File: src/rtl/mtx_stream_decoder.sv
// mtx_stream_decoder
//   Double-buffered decoder for a serial matrix link. Signed cells are
//   collected in any order into a shadow buffer. A bitmap records which slots
//   have arrived. When the last slot of a frame arrives, the frame is copied
//   to the output bank and held under a valid/ack handshake. If the bank is
//   still occupied, the decoder stalls in PEND until the consumer acks.
//
//   Optional build macro: MTX_DEC_DUP_CHECK_EN
//     defined   -> err_dup flags any cell written twice within one frame
//     undefined -> err_dup is tied low and duplicates silently overwrite
//
//   Ports
//     clk           rising-edge clock
//     reset         asynchronous active-low reset
//     cell_data     signed cell value (WIDTH bits)
//     cell_imag     1 = imaginary part, 0 = real part
//     cell_row      row index (IW bits)
//     cell_col      column index (IW bits)
//     cell_valid    a cell is presented this cycle
//     cell_ready    decoder accepts cells (registered, equals state FILL)
//     frame_abort   discard the partially received frame
//     matrix_flat   output bank, element (r,c,i) at [((r*DIM+c)*2+i)*WIDTH +: WIDTH]
//     matrix_valid  output bank holds an unconsumed matrix
//     matrix_ack    consumer has taken the output bank
//     err_dup       sticky duplicate-cell flag
//
//   state | meaning
//   ------+-------------------------------------------------------------
//   FILL  | collecting cells; cell_ready = 1
//   PEND  | complete frame waiting for a free bank; shadow frozen
module mtx_stream_decoder #(
  parameter  int WIDTH = 19,
  parameter  int DIM   = 2,
  localparam int IW    = $clog2(DIM)
) (
  input  logic                      clk,
  input  logic                      reset,
  input  logic [WIDTH-1:0]          cell_data,
  input  logic                      cell_imag,
  input  logic [IW-1:0]             cell_row,
  input  logic [IW-1:0]             cell_col,
  input  logic                      cell_valid,
  output logic                      cell_ready,
  input  logic                      frame_abort,
  output logic [2*DIM*DIM*WIDTH-1:0] matrix_flat,
  output logic                      matrix_valid,
  input  logic                      matrix_ack,
  output logic                      err_dup
);

  localparam int NSLOT = 2*DIM*DIM;
  localparam int SW    = $clog2(NSLOT);

  typedef enum logic {S_FILL = 1'b0, S_PEND = 1'b1} state_t;

  state_t                   state_q, state_d;
  logic [NSLOT-1:0]         bitmap_q, bitmap_d, bitmap_acc;
  logic [NSLOT*WIDTH-1:0]   shadow_q, shadow_d;
  logic [NSLOT*WIDTH-1:0]   matrix_flat_q, matrix_flat_d;
  logic                     matrix_valid_q, matrix_valid_d;

  logic [SW-1:0]            slot;
  logic                     fill_st;
  logic                     accept;
  logic                     complete;
  logic                     bank_free;
  logic                     xfer;

  // DIM is a power of two, so the linear slot index is a plain concatenation.
  assign slot      = {cell_row, cell_col, cell_imag};
  assign fill_st   = (state_q == S_FILL);
  assign accept    = cell_valid && fill_st && !frame_abort;
  assign bank_free = !matrix_valid_q || matrix_ack;

  // Shadow write and bitmap update for the cell accepted this cycle.
  always_comb begin
    shadow_d   = shadow_q;
    bitmap_acc = bitmap_q;
    if (accept) begin
      shadow_d[slot*WIDTH +: WIDTH] = cell_data;
      bitmap_acc[slot]              = 1'b1;
    end
  end

  assign complete = accept && (&bitmap_acc);

  // Abort wins over a pending transfer even when ack is present.
  // In PEND no cell is accepted, so shadow_d equals the frozen shadow_q.
  assign xfer = fill_st ? (complete && bank_free)
                        : (!frame_abort && matrix_ack && matrix_valid_q);

  // ---------------- FSM: state register ----------------
  always_ff @(posedge clk or negedge reset) begin
    if (!reset) state_q <= S_FILL;
    else        state_q <= state_d;
  end

  // ---------------- FSM: next state ----------------
  always_comb begin
    state_d = state_q;
    if (frame_abort) begin
      state_d = S_FILL;
    end else begin
      case (state_q)
        S_FILL:  if (complete && !bank_free)       state_d = S_PEND;
        S_PEND:  if (matrix_ack && matrix_valid_q) state_d = S_FILL;
        default: state_d = S_FILL;
      endcase
    end
  end

  // ---------------- FSM: outputs ----------------
  always_comb begin
    cell_ready = (state_q == S_FILL);
  end

  // ---------------- datapath next values ----------------
  always_comb begin
    bitmap_d       = (frame_abort || xfer) ? '0 : bitmap_acc;
    matrix_flat_d  = xfer ? shadow_d : matrix_flat_q;
    matrix_valid_d = matrix_valid_q;
    if (xfer)            matrix_valid_d = 1'b1;
    else if (matrix_ack) matrix_valid_d = 1'b0;
  end

  always_ff @(posedge clk or negedge reset) begin
    if (!reset) begin
      bitmap_q       <= '0;
      shadow_q       <= '0;
      matrix_flat_q  <= '0;
      matrix_valid_q <= 1'b0;
    end else begin
      bitmap_q       <= bitmap_d;
      shadow_q       <= shadow_d;
      matrix_flat_q  <= matrix_flat_d;
      matrix_valid_q <= matrix_valid_d;
    end
  end

  assign matrix_flat  = matrix_flat_q;
  assign matrix_valid = matrix_valid_q;

`ifdef MTX_DEC_DUP_CHECK_EN
  logic err_dup_q, err_dup_d;

  assign err_dup_d = err_dup_q || (accept && bitmap_q[slot]);

  always_ff @(posedge clk or negedge reset) begin
    if (!reset) err_dup_q <= 1'b0;
    else        err_dup_q <= err_dup_d;
  end

  assign err_dup = err_dup_q;
`else
  assign err_dup = 1'b0;
`endif

endmodule

File: config.mk
export PLATFORM = sky130hd
export DESIGN_NAME = mtx_stream_decoder
export DESIGN_NICKNAME = d
export VERILOG_FILES = /design/src/rtl/mtx_stream_decoder.sv
export SDC_FILE = /design/constraint.sdc
export NUM_CORES = 1
export LEC_CHECK = 0
export BUFFER_PORTS_ARGS = -buffer_cell sky130_fd_sc_hd__buf_2
export CAP_MARGIN = 15
export CELL_PAD_IN_SITES_DETAIL_PLACEMENT = 2
export CELL_PAD_IN_SITES_GLOBAL_PLACEMENT = 2
export CORE_UTILIZATION = 39
export CTS_BUF_LIST = sky130_fd_sc_hd__clkbuf_16
export DETAILED_ROUTE_END_ITERATION = 16
export HOLD_SLACK_MARGIN = 0.08
export PLACE_DENSITY = 0.86
export SLEW_MARGIN = 40
export SYNTH_ARGS = -nofsm -noshare
export SYNTH_HDL_FRONTEND = slang
export SYNTH_SLANG_ARGS = --single-unit
File: constraint.sdc
create_clock -name clk -period 3.28 [get_ports clk]
set_input_delay 0 -clock clk [delete_from_list [all_inputs] [get_ports clk]]
set_output_delay 0 -clock clk [all_outputs]
set_load 0.02 [all_outputs]
==> results of run 1 <==
cell families after synthesis:
group	after synthesis
adder cells (fa/ha/maj)	4
other	1
AND/OR/NAND/NOR	205
AO/OA/AOI/OAI	133
XOR/XNOR	2
buffers and inverters	55
flip-flops	314
multiplexers	193
worst register-to-register path, delay by kind of cell, from the launching register on:
kind	cells	cell delay [ns]
compound gates	2	0.80
simple gates	2	1.04
buf+inv	1	0.60
flops	1	0.44
flip-flops by register name (all words and copies together) (netlist names):
signal	flops
shadow_q	152
matrix_valid	1
matrix_flat	152
bitmap_q	8
state_q	1
synth_stat cells, drive strengths merged, types with 2 or more instances:
cell and count:
dfrtp 314, mux2 193, nand2 176, o21ai 116, clkbuf 32, buf 18
nor2 9, nand3 8, a31oi 5, inv 5, ha 4, a21oi 3
nor2b 3, or3b 3, a32oi 2, nor3b 2
cell type report:
type / instances / area [sq um] / area share, %
clock buffers: 37 / 926 / 6.22
diodes: 1 / 2.50 / 0.0168
clock inverters: 22 / 324 / 2.18
inverters: 5 / 18.8 / 0.126
repair buffers: 233 / 1460 / 9.84
well taps: 390 / 488 / 3.28
multi-input cells: 538 / 3800 / 25.5
flip-flops and latches: 314 / 7860 / 52.8
cell usage in the layout, fill, tap and decap left out, types with 18 or more instances in the layout:
master	synthesis	layout
mux2_2	184	184
nand2_1	176	176
o21ai_0	116	116
buf_2	8	179
clkbuf_16	0	37
dlygate4sd3_1	0	29
dfrtp_1	314	314
buf_4	1	18
timing repair:
action,4_1_cts,5_1_grt
setup endpoints to repair,0,0
endpoints found under the hold margin,260,36
buffers inserted,0,0
hold buffers,28,1
per-layer routing:
layer / wire, microns / vias to the layer above / GRT usage [%]
met3: 2170 / 77 / 5.24
met4: 1250 / 0 / 9.48
met5: 0 / - / 0
met2: 19800 / 224 / 44.5
met1: 15100 / 4247 / 29.9
li1: - / 3537 / -
power breakdown:
| part | internal [mW] | switching [mW] |
|---|---|---|
| Clock | 2.74 | 1.61 |
| Combinational | 0.191 | 0.415 |
| Sequential | 4.11 | 0.0834 |
| Total | 7.04 | 2.11 |
stage by stage:
step | power [mW] | cell area (sq um)
after floorplan | 4.51 | 11900
after global placement | 4.73 | 13300
after detailed placement | 4.81 | 13300
after CTS | 9.22 | 14800
after global routing | 9.45 | 14900
final | 9.15 | 14900
worst max path at each step:
stage / startpoint / cells after the start / slack [ns] / endpoint
5_1_grt: state_q / 6 / 0.24 / state_q
4_1_cts: state_q / 6 / 0.45 / state_q
3_5_place_dp: state_q / 6 / 0.49 / matrix_flat[56]
2_1_floorplan: state_q / 6 / 0.81 / matrix_flat[71]
3_3_place_gp: state_q / 6 / 0.60 / matrix_flat[102]
6_report: state_q / 5 / 0.33 / state_q
==> results_dict.tcl, run 1 <==
set metrics [dict create \
    synthArstFlopShare_pct 100 \
    cts_buffers 35 \
    crit_path_max_incr_delay_ns 0.60 \
    syn_inst 907 \
    grt_pass1_wl_microns 58200 \
    cts_root_buf "clkbuf_16" \
    max_clock_freq_mhz 339 \
    port-buffer-count 180 \
    synth_area_sq_mm 0.0119 \
    globalplace.congestion 0.782 \
    drt.antenna.violating_nets 0 \
    tritoncts "built" \
    post_synthesis_mux_area_share_pct 18.2 \
    min-delay-start "cell_data[3]" \
    post_synth.cell_area_avg_sq_um 13.2 \
    outcome "complete, no violations" \
    final_cell_count_no_fill 1540 \
    overflow 0 \
    num_vias 8085 \
    critical_path_required_ns 3.71 \
    rsz0062_at_grt "no" \
    groute.usage.overall_pct 25.2 \
    worstPathArrival_ns 3.38 \
    crit_path_cell_trace "or3b_2, a2111o_1, or3b_2, a221oi_1, dlygate4sd3_1" \
    yosys.area.top_type "dfrtp_1" \
    cell_depth_of_the_worst_min_delay_path 3 \
    synth-warning-count 0 \
    first_global_vias 9337 \
    detail_route.wl_per_cell_microns 24.9 \
    via_per_inst 5.25 \
    final.setup.worst_slack_ns 0.334 \
    critical-path-top-delay-family "simple AND/OR/NAND/NOR gates" \
    dieArea_sq_mm 0.0313 \
    remaining_drc_errors 0 \
    drt_pass1_iterations 4 \
    cts.sink_count 314 \
    max-clock-path-buffers 3 \
    final.setup.tns_ns 0 \
    final_period_minus_worst_setup_slack_ns 2.95 \
    max_slew.worst_pin.slew_ns 0.556 \
    dpl.cell_count 1450 \
    crit-reg2reg-launch "state_q" \
    post-route-util_pct 49.8 \
    min_path_type "primary input to flop" \
    worst_slew_margin_rel_pct 62.5 \
    chipWidth_microns 177 \
    floorplan.core_area_sq_mm 0.0299 \
    antenna_violations_before_repair 1 \
    postSynthNetCount 938 \
    synth_cell_type_count 34 \
    startpoint_type "flop" \
    synth_area_leaders "dfrtp_1, mux2_2, nand2_1" \
    io_pins 182 \
    synthSimpleGateAreaFrac_pct 6.93 \
    cp_max_fo 5 \
    setup_violations 0 \
    finalCritPeriodShare_pct 89.8 \
    synth_edf_count 0 \
    synth_fa_ha_area_share_pct 0.419 \
    ff2ff_path_depth 5 \
    synth_top_family_by_area "multiplexers" \
    fin_skew_ns 0.0184 \
    power.static_leakage_nw 7.67 \
    yosys_most_used_dff "dfrtp_1" \
    finalNetCount 1158 \
    critical_path.most_common_cell "or3b_2" \
    crit-reg2reg-capture "state_q" \
    timing.critical_path.buf_inv 1 \
    grt_start_max_net_pins 99 \
    drt_first_iter_violations 458 \
    worst_setup_path_end_kind "flop" \
    max-cap-violations 0 \
    post_route_cells_drive_above_1_share_pct 38.6 \
    resized_gates_after_cts 0 \
    report.final.hold_viol_count 0 \
    p_per_area_mw_per_mm2 615 \
    hold_path_end "shadow_q[79]" \
    synth.top_cell.area_share_pct 65.8 \
    finalHoldWorstSlack_ns 0.463 \
    sequential_element_share_of_the_synthesized_area_pct 65.8 \
    path_class "flop to flop" \
    dp_slack_ns 0.488 \
    n_fill_cell 2876 \
    areaGrowthSynthToFinish_pct 24.6 \
    starting_density_of_the_core_pct 40.0 \
    synth_compound_area_share_pct 6.03 \
    route.final.wire_length_microns 38300 \
    r2r_slack_ns 0.33 \
    drv_slew 0 \
    row_count 63 \
    clock_latency_ns 0.51 \
    share_of_the_synthesized_netlist_area_taken_by_xor_and_xnor_gates_pct 0.147 \
    slowest_stage "dlygate4sd3_1" \
    htree_num_levels 2 \
    ir_worst_vdd_mv 0.406 \
    die_h_microns 177 \
    clk_pin_slew_ns 0.06 \
    dp.final_hpwl_microns 22600 \
    synth-seq-cells 314 \
]
Power figures use the tool's default switching activity.
==> inputs of run 2 (changes only) <==
--- a/config.mk
+++ b/config.mk
@@ -13,7 +13,7 @@
 export CTS_BUF_LIST = sky130_fd_sc_hd__clkbuf_16
 export DETAILED_ROUTE_END_ITERATION = 16
 export HOLD_SLACK_MARGIN = 0.08
-export PLACE_DENSITY = 0.86
+export PLACE_DENSITY_LB_ADDON = 0.05
 export SLEW_MARGIN = 40
 export SYNTH_ARGS = -nofsm -noshare
 export SYNTH_HDL_FRONTEND = slang
==> run 2 against run 1 <==
Effect of this change:
- cell count is 0.39% higher
- clock power is 9.9% lower
- critical path depth is 1 higher
- first-iteration DRC count is 28% lower
- via count is 2.2% lower
==> results_dict.tcl, run 2 (synthesis gave the netlist of run 1 again) <==
set metrics [dict create \
    overflow 0 \
    via_per_inst 5.12 \
    final.setup.worst_slack_ns 0.405 \
    num_vias 7911 \
    finalNetCount 1161 \
    post_route_cells_drive_above_1_share_pct 38.4 \
    groute.usage.overall_pct 22.3 \
    tritoncts "built" \
    dp.final_hpwl_microns 21300 \
    sequential_cell_area_sq_mm 0.00786 \
    cts_root_buf "clkbuf_16" \
    outcome "complete, no violations" \
    io_pins 182 \
    starting_density_of_the_core_pct 40.0 \
    antenna_cells 0 \
    placed_area_sq_mm 0.0133 \
    grt_start_max_net_pins 76 \
    worstPathArrival_ns 3.32 \
    setup_violations 0 \
    crit_path_max_incr_delay_ns 0.59 \
    drt.antenna.violating_nets 0 \
    final_area_sq_mm 0.0148 \
    path_class "flop to flop" \
    rsz0062_at_grt "no" \
    ir_worst_vdd_mv 0.401 \
    first_global_vias 8808 \
    clock_power_share_pct 45.2 \
    area_occupied_by_multi_input_gates_sq_mm 0.00380 \
    fin_skew_ns 0.0170 \
    post-route-util_pct 49.5 \
    drt_first_iter_violations 329 \
    net-switching-power_mw 2.01 \
    antenna_violations_before_repair 2 \
    startpoint_type "flop" \
    cp_max_fo 5 \
    dpl.cell_count 1452 \
    dieArea_sq_mm 0.0313 \
    report.final.hold_viol_count 0 \
    row_count 63 \
    slowest_stage "dlygate4sd3_1" \
    min_path_type "primary input to flop" \
    critPathLaunch "state_q" \
    n_fill_cell 2970 \
    layout_common_cells "dfrtp_1, mux2_2, buf_2, nand2_1, o21ai_0" \
    globalplace.congestion 0.738 \
    cts.sink_count 314 \
    clk_pin_slew_ns 0.06 \
    final_period_minus_worst_setup_slack_ns 2.88 \
    p_int_mw 6.66 \
    port-buffer-count 180 \
    power.static_leakage_nw 7.65 \
    layout_commonest_cell "dfrtp_1" \
    sw_frac_of_total_pct 23.2 \
    floorplan.core_area_sq_mm 0.0299 \
    max_clock_freq_mhz 348 \
    detail_route.wl_per_cell_microns 21.6 \
    crit-reg2reg-launch "state_q" \
    clock_latency_ns 0.51 \
    critical_path_required_ns 3.73 \
    crit_path_cell_trace "nor4b_2, a32oi_1, o22a_1, or3b_2, a221oi_1, dlygate4sd3_1" \
    min-delay-start "cell_data[2]" \
    p_per_area_mw_per_mm2 586 \
    p_seq_share_pct 48.2 \
    dp_slack_ns 0.457 \
    remaining_drc_errors 0 \
    route.final.wire_length_microns 33400 \
    grt_pass1_wl_microns 52500 \
    combinationalPowerShare_pct 6.6 \
    chipWidth_microns 177 \
    resized_gates_after_cts 0 \
    finalCritPeriodShare_pct 87.7 \
    max-clock-path-buffers 3 \
    drt_pass1_iterations 4 \
    final_cell_count_no_fill 1546 \
    cts_buffers 36 \
    total_power_mw 8.67 \
    die_h_microns 177 \
    max-cap-violations 0 \
    htree_num_levels 2 \
    drv_slew 0 \
    final.setup.tns_ns 0 \
    areaGrowthSynthToFinish_pct 24.0 \
    worst_setup_path_end_kind "flop" \
    finalHoldWorstSlack_ns 0.448 \
]
## run 2: changes by cell type in the layout (fill, tap and decap cells not counted)
| cell | previous run | this run |
|---|---|---|
| buf_12 | 5 | 6 |
| buf_4 | 18 | 19 |
| bufinv_16 | 9 | 4 |
| clkinv_1 | 5 | 8 |
| clkinv_2 | 4 | 7 |
| clkinvlp_4 | 0 | 1 |
| diode_2 | 1 | 0 |
| inv_1 | 9 | 12 |
## run 2: worst paths after layout
check                                   to  slack [ns]  cells after the start
hold / removal                shadow_q[78]        0.45                      3
setup / recovery                   state_q        0.40                      6
hold reg to reg            matrix_flat[81]        0.48                      1
setup reg to reg                   state_q        0.40                      6
min in group asynchronous    shadow_q[117]        0.61                      4
max in group asynchronous  matrix_flat[35]        1.91                      5
## run 2: final cells by class
type,count,share of cell area (%)
Sequential cell,314,53.1
Timing Repair Buffer,235,10.1
Clock inverter,27,1.48
Inverter,5,0.127
Clock buffer,37,6.26
Multi-Input combinational cell,538,25.7
Tap cell,390,3.30
## run 2: critical path: cells and delay by family, from the launching register on
family	cells	cell delay [ns]
AND/OR/NAND/NOR	2	1.00
AO/OA/AOI/OAI	3	0.78
buffers and inverters	1	0.59
flip-flops	1	0.43
## run 2: routing by layer
| metal | wire length (microns) | GRT usage (%) | vias up | share of wire [%] |
|---|---|---|---|---|
| met5 | 0 | 0 | - | 0 |
| met3 | 1460 | 4.04 | 39 | 4.4 |
| met1 | 14600 | 28.9 | 4142 | 44 |
| met2 | 16800 | 38.2 | 167 | 50 |
| met4 | 617 | 5.64 | 0 | 1.8 |
| li1 | - | - | 3563 | - |
## run 2: power by group through the flow
stage	logic [mW]	registers, mW	clock network [mW]
floorplan	0.283	4.22	0
global placement	0.517	4.23	0
detailed placement	0.551	4.25	0
CTS	0.589	4.18	4.02
global route	0.655	4.20	4.16
finish	0.574	4.18	3.92
## run 2: what timing repair did
| action | in CTS | in global routing |
|---|---|---|
| hold buffers | 30 | 0 |
| setup buffers | 0 | 0 |
| hold endpoints to repair | 272 | 0 |
